`src/rtl/ula_issue_ctrl.sv`:
```
// ula_issue_ctrl: multi-cycle RV32 issue controller for the ALU datapath.
// Accepts one instruction per valid/ready handshake and walks it through
// IDLE -> DECODE -> EXEC -> WB. It drives the ALU operation code, the
// immediate and the operand select during EXEC, samples the ALU zero flag
// at the end of EXEC to resolve BEQ/BNE, and pulses the completion outputs
// in WB.
// Optional feature macro: ULA_MUL_EN. When it is defined, R-type funct7
// 0000001 / funct3 000 decodes to MUL. When it is undefined, that encoding
// is illegal and ALU code 0110 is never driven.
module ula_issue_ctrl (
  input  logic        clk,
  input  logic        rst,
  input  logic        instr_valid,
  output logic        instr_ready,
  input  logic [31:0] instr,
  output logic [4:0]  rs1_addr,
  output logic [4:0]  rs2_addr,
  output logic [4:0]  rd_addr,
  output logic [3:0]  ula_control,
  output logic        alu_src_imm,
  output logic [31:0] imm,
  input  logic        zero_flag,
  output logic        reg_write,
  output logic        branch_taken,
  output logic        illegal,
  output logic        done
);

  localparam logic [6:0] OP_R = 7'b0110011;
  localparam logic [6:0] OP_I = 7'b0010011;
  localparam logic [6:0] OP_B = 7'b1100011;

  localparam logic [6:0] F7_BASE = 7'b0000000;
  localparam logic [6:0] F7_ALT  = 7'b0100000;

  localparam logic [3:0] ALU_AND = 4'b0000;
  localparam logic [3:0] ALU_OR  = 4'b0001;
  localparam logic [3:0] ALU_ADD = 4'b0010;
  localparam logic [3:0] ALU_SLL = 4'b0011;
  localparam logic [3:0] ALU_SUB = 4'b0100;
  localparam logic [3:0] ALU_SRL = 4'b0101;
  localparam logic [3:0] ALU_XOR = 4'b0111;
  localparam logic [3:0] ALU_SLT = 4'b1000;
`ifdef ULA_MUL_EN
  localparam logic [6:0] F7_MUL  = 7'b0000001;
  localparam logic [3:0] ALU_MUL = 4'b0110;
`endif

  typedef enum logic [1:0] {
    S_IDLE   = 2'd0,
    S_DECODE = 2'd1,
    S_EXEC   = 2'd2,
    S_WB     = 2'd3
  } state_t;

  state_t      state_r;
  logic [31:0] instr_r;
  logic        legal_r;
  logic        is_branch_r;
  logic        is_bne_r;

  logic [6:0]  opcode_s;
  logic [2:0]  funct3_s;
  logic [6:0]  funct7_s;
  logic [31:0] imm_i_s;
  logic [31:0] imm_b_s;

  logic        dec_legal_s;
  logic        dec_branch_s;
  logic        dec_bne_s;
  logic [3:0]  raw_code_s;
  logic        raw_src_imm_s;
  logic [31:0] raw_imm_s;
  logic [3:0]  dec_code_s;
  logic        dec_src_imm_s;
  logic [31:0] dec_imm_s;

  assign opcode_s = instr_r[6:0];
  assign funct3_s = instr_r[14:12];
  assign funct7_s = instr_r[31:25];
  assign imm_i_s  = {{20{instr_r[31]}}, instr_r[31:20]};
  assign imm_b_s  = {{19{instr_r[31]}}, instr_r[31], instr_r[7],
                     instr_r[30:25], instr_r[11:8], 1'b0};

  // Register addresses come straight from the latched instruction word.
  assign rs1_addr = instr_r[19:15];
  assign rs2_addr = instr_r[24:20];
  assign rd_addr  = instr_r[11:7];

  // Only IDLE can take a new instruction.
  assign instr_ready = (state_r == S_IDLE);

  // Decode the latched instruction into legality, branch kind and ALU controls.
  always_comb begin
    dec_legal_s   = 1'b0;
    dec_branch_s  = 1'b0;
    dec_bne_s     = 1'b0;
    raw_code_s    = ALU_AND;
    raw_src_imm_s = 1'b0;
    raw_imm_s     = 32'd0;
    case (opcode_s)
      OP_R: begin
        case ({funct7_s, funct3_s})
          {F7_BASE, 3'b000}: begin dec_legal_s = 1'b1; raw_code_s = ALU_ADD; end
          {F7_BASE, 3'b001}: begin dec_legal_s = 1'b1; raw_code_s = ALU_SLL; end
          {F7_BASE, 3'b010}: begin dec_legal_s = 1'b1; raw_code_s = ALU_SLT; end
          {F7_BASE, 3'b100}: begin dec_legal_s = 1'b1; raw_code_s = ALU_XOR; end
          {F7_BASE, 3'b101}: begin dec_legal_s = 1'b1; raw_code_s = ALU_SRL; end
          {F7_BASE, 3'b110}: begin dec_legal_s = 1'b1; raw_code_s = ALU_OR;  end
          {F7_BASE, 3'b111}: begin dec_legal_s = 1'b1; raw_code_s = ALU_AND; end
          {F7_ALT,  3'b000}: begin dec_legal_s = 1'b1; raw_code_s = ALU_SUB; end
`ifdef ULA_MUL_EN
          {F7_MUL,  3'b000}: begin dec_legal_s = 1'b1; raw_code_s = ALU_MUL; end
`endif
          default:           dec_legal_s = 1'b0;
        endcase
      end
      OP_I: begin
        raw_src_imm_s = 1'b1;
        raw_imm_s     = imm_i_s;
        case (funct3_s)
          3'b000: begin dec_legal_s = 1'b1; raw_code_s = ALU_ADD; end
          3'b010: begin dec_legal_s = 1'b1; raw_code_s = ALU_SLT; end
          3'b100: begin dec_legal_s = 1'b1; raw_code_s = ALU_XOR; end
          3'b110: begin dec_legal_s = 1'b1; raw_code_s = ALU_OR;  end
          3'b111: begin dec_legal_s = 1'b1; raw_code_s = ALU_AND; end
          3'b001: begin
            dec_legal_s = (funct7_s == F7_BASE);
            raw_code_s  = ALU_SLL;
          end
          3'b101: begin
            dec_legal_s = (funct7_s == F7_BASE);
            raw_code_s  = ALU_SRL;
          end
          default: dec_legal_s = 1'b0;
        endcase
      end
      OP_B: begin
        raw_code_s = ALU_SUB;
        raw_imm_s  = imm_b_s;
        case (funct3_s)
          3'b000: begin dec_legal_s = 1'b1; dec_branch_s = 1'b1; end
          3'b001: begin dec_legal_s = 1'b1; dec_branch_s = 1'b1; dec_bne_s = 1'b1; end
          default: dec_legal_s = 1'b0;
        endcase
      end
      default: dec_legal_s = 1'b0;
    endcase
  end

  // Illegal encodings present neutral ALU controls during EXEC.
  assign dec_code_s    = dec_legal_s ? raw_code_s    : ALU_AND;
  assign dec_src_imm_s = dec_legal_s ? raw_src_imm_s : 1'b0;
  assign dec_imm_s     = dec_legal_s ? raw_imm_s     : 32'd0;

  // Issue FSM with registered ALU controls and one-cycle completion pulses.
  always_ff @(posedge clk) begin
    if (rst) begin
      state_r      <= S_IDLE;
      instr_r      <= 32'd0;
      legal_r      <= 1'b0;
      is_branch_r  <= 1'b0;
      is_bne_r     <= 1'b0;
      ula_control  <= 4'b0000;
      alu_src_imm  <= 1'b0;
      imm          <= 32'd0;
      reg_write    <= 1'b0;
      branch_taken <= 1'b0;
      illegal      <= 1'b0;
      done         <= 1'b0;
    end else begin
      reg_write    <= 1'b0;
      branch_taken <= 1'b0;
      illegal      <= 1'b0;
      done         <= 1'b0;
      case (state_r)
        S_IDLE: begin
          if (instr_valid) begin
            instr_r <= instr;
            state_r <= S_DECODE;
          end else begin
            state_r <= S_IDLE;
          end
        end
        S_DECODE: begin
          legal_r     <= dec_legal_s;
          is_branch_r <= dec_branch_s;
          is_bne_r    <= dec_bne_s;
          ula_control <= dec_code_s;
          alu_src_imm <= dec_src_imm_s;
          imm         <= dec_imm_s;
          state_r     <= S_EXEC;
        end
        S_EXEC: begin
          // zero_flag reflects the ALU result for the code driven this cycle.
          ula_control <= 4'b0000;
          done        <= 1'b1;
          if (!legal_r) begin
            illegal <= 1'b1;
          end else if (is_branch_r) begin
            branch_taken <= is_bne_r ? ~zero_flag : zero_flag;
          end else begin
            reg_write <= 1'b1;
          end
          state_r <= S_WB;
        end
        S_WB: begin
          state_r <= S_IDLE;
        end
        default: begin
          state_r     <= S_IDLE;
          ula_control <= 4'b0000;
        end
      endcase
    end
  end

endmodule

```
`config.mk`:
```
export PLATFORM = sky130hd
export DESIGN_NAME = ula_issue_ctrl
export DESIGN_NICKNAME = d
export VERILOG_FILES = /design/src/rtl/ula_issue_ctrl.sv
export SDC_FILE = /design/constraint.sdc
export NUM_CORES = 1
export LEC_CHECK = 0
export ABC_CLOCK_PERIOD_IN_PS = 2300
export CORE_UTILIZATION = 44
export DETAILED_ROUTE_END_ITERATION = 8
export GPL_ROUTABILITY_DRIVEN = 1
export PLACE_DENSITY_LB_ADDON = 0.12
export SYNTH_ARGS = -nofsm -noshare
export SYNTH_HDL_FRONTEND = slang
export SYNTH_SLANG_ARGS = --single-unit
```
`constraint.sdc`:
```
create_clock -name clk -period 2.3 [get_ports clk]
set_clock_uncertainty 0.15 [all_clocks]
set_input_delay 0.69 -clock clk [delete_from_list [all_inputs] [get_ports clk]]
set_output_delay 0.69 -clock clk [all_outputs]
set_load 0.05 [all_outputs]
```
==> results by group <==
Clocking
  – CTS Buffer Depth: 2
  – CTS tree: yes
  – Clock latency on the worst-skew pair: 0.34 ns
  – Postcts setup bufs: 0
  – CTS H-tree depth: 3
  – Post_cts resized: 2
  – Clock Sinks: 59
  – Clock root buffer master: clkbuf_8
  – CTS Buf Count: 9
  – Reg clk slew, reported paths: 0.06 ns
  – # hold bufs at CTS: 0

Floorplan
  – I/O pin count: 93
  – Initial Utilization: between 40% and 50%
  – Die H: around 80 µm
  – # rows: 27
  – Die ar.: slightly above 6000 µm²
  – Die W: roughly 78 µm
  – Core area: between 5000 and 6000 µm²

Timing
  – Worst-case hold slack: 0.294 ns
  – Minimum period implied by the final worst setup slack: roughly 2.1 ns
  – Final setup vio count: 0
  – RSZ-0062 raised after global routing: no
  – Rel. slew slack: between 30% and 40%
  – Period utilisation layout: 90.6%
  – Worst-margin pin slew: 0.963 ns
  – Fmax: ~480 MHz
  – Total negative slack: 0 ns
  – Hold Fails Final Rpt: 0
  – Fin. max-slew vios: 0

Synth
  – Mapped Area: between 2000 and 3000 µm²
  – Synth Register Bits: 59
  – Mapped Avg Cell Area: between 8 and 9 µm²
  – Seq/Total Area, Yosys: about 46%
  – Post-synthesis cell type count: 37
  – Post-Syn Nets: 331
  – Synthesis Warnings: 0
  – Mapped Cells: approximately 290

Power
  – Power Density: 656 nW/µm²
  – Sequential power share: a little under half
  – Peak VDD IR: 0.375 mV
  – Sw Ratio: between 20% and 30%
  – Comb pwr share: between 10% and 20%
  – Net Switching: roughly 700 µW
  – Internal Power: about 1700 µW
  – Total leakage power: roughly 0.0015 µW
  – Clock Power Share: a little over a third

Finish
  – Area growth syn-to-layout: 44.0%
  – Fraction of layout cells with a size suffix above 1: 24.0%
  – Nets@finish: around 400
  – Ant. Diodes: 0

Drt
  – Post-detailed-routing wire length: 5850 µm
  – Vias: 2216
  – Final ANT Viol Nets: 0
  – Wire per inst: roughly 13 µm
  – TritonRoute pass-1 iters: 4
  – Via/cell ratio: a little over 5
  – Initial drt markers: 98
  – DRC viols: 0

Global routing
  – Largest net degree at the start of global routing: 34
  – Initial antenna violation count: 0
  – First-pass GRT wire length: slightly below 10000 µm
  – Grt total ovfl: 0
  – All-Layer GR Usage: about a fifth
  – Vias in the first global route: just over 2k

Placement
  – Routability cong.: ~0.9
  – HPWL after DPL: about 4300 µm
  – IO Port Bufs: 92

Flow run
  – Max_cap viols: 0

Worst setup path
  – Crit Reg-Reg Startpoint: instr_r[25]
  – Setup slack, reg-to-reg: between 0.3 and 0.4 ns
  – Crit path DAT: ~2.2 ns
  – R2r worst-path depth: 5
  – Crit end category: register
  – Worst-path fanout max: 14
  – Setup crit start: rst
  – Startpoint Class: input port
  – Reg-to-reg endpoint: ula_control[1]
  – Critical Path End: imm[5]
  – Required @ worst endpoint: approximately 2.4 ns
  – Critical path class: in -> reg

Min path
  – Type of the worst min-delay path: reg -> reg

Status
  – Status: finished, final reports clean
-- synth_stat cells (all sizes together) --
cell	number	area share, %
ha	3	1.5
nand2b	3	0.74
o21ai	3	0.59
clkbuf	12	1.8
a31oi	2	1.1
nor4	2	1.1
nand2	71	10
nand3	2	0.39
nor2	12	1.8
o2bb2ai	1	0.34
inv	5	0.74
a311o	1	0.44
o211a	1	0.39
a21oi	35	6.9
xor2	1	0.34
mux2i	2	0.79
o32ai	1	0.34
buf	35	10
nor3	2	0.39
or2	1	0.25
nand4bb	1	0.44
nand3b	3	0.88
dfxtp	59	46
and3	2	0.54
and2	1	0.25
nand4	1	0.25
a22o	13	4.5
nor2b	4	0.98
a211oi	3	1.1
o211ai	1	0.83
a32o	9	3.5
-- layout make-up --
cell class | count | area, µm²
clock buffer | 13 | 169
clock inverter | 2 | 10.0
fill | 497 | 1870
inverter | 5 | 18.8
multi-input combinational | 181 | 1050
sequential | 59 | 1180
tap | 72 | 90.1
timing repair buffer | 102 | 1160
-- power by group through the flow --
stage,logic (µW),clock network [µW],registers (µW)
6_report,436,852,1120
5_1_grt,475,911,1130
4_1_cts,440,873,1120
3_5_place_dp,440,0,1140
3_3_place_gp,436,0,1140
2_1_floorplan,292,0,1140
-- state kept, by name (all words and copies together) (netlist names), 2 cells and up --
name,cells
imm,13
instr_r,32
state_r,2
ula_control,4
-- cell usage in the layout (no fill, tap or decap), types with 3 or more instances in the layout --
cell type,count
a21oi_1,35
a22o_1,12
a32o_1,9
buf_12,24
buf_4,41
clkbuf_8,12
clkdlybuf4s50_1,35
dfxtp_1,59
ha_1,3
inv_1,5
nand2_1,71
nand2b_1,3
nand3b_1,3
nor2_1,12
nor2b_1,4
o21ai_0,3
-- through the flow --
stage                     instances  total power (µW)  area, µm²  setup slack (ns)  utilization (%)
after global routing            434              2520       3670             0.113             66.3
after floorplan                 292              1430       2550             0.212                -
after global placement          419              1580       3490           -0.0728             63.1
final                           434              2410       3670             0.216             66.3
after detailed placement        419              1580       3490            -0.108             63.1
after CTS                       434              2440       3670             0.209             66.3
-- critical path, cell delays in order --
cell and delay, ns:
clkdlybuf4s50_1 0.49, nor2_1 0.76, a22o_2 0.27
-- how the worst min path moves through the flow --
| stage | from | end | slack [ns] | cells past startpoint |
|---|---|---|---|---|
| after floorplan | is_branch_r | reg_write | 0.26 | 1 |
| after global placement | is_branch_r | reg_write | 0.28 | 1 |
| after detailed placement | is_branch_r | reg_write | 0.29 | 1 |
| after CTS | is_branch_r | reg_write | 0.30 | 1 |
| after global routing | legal_r | illegal | 0.32 | 1 |
| final | is_branch_r | reg_write | 0.29 | 1 |
-- routing by layer --
| layer | vias up | GRT usage (%) | wire (µm) |
|---|---|---|---|
| li1 | 1102 | - | - |
| met1 | 1036 | 24.9 | 2610 |
| met2 | 66 | 33.0 | 2790 |
| met3 | 12 | 6.28 | 325 |
| met4 | 0 | 10.6 | 122 |
| met5 | - | 0 | 0 |
-- kinds of logic after synthesis --
family,after synthesis,synth area share (%)
muxes,2,0.785
xor gates and xnor gates,1,0.344
adders and majority gates,3,1.47
and+or+nand+nor,105,18.4
buffers and inverters,52,12.7
DFF,59,46.3
AOI/OAI and AO/OA,70,20.0
No activity file was read; power rests on OpenSTA's default activity.
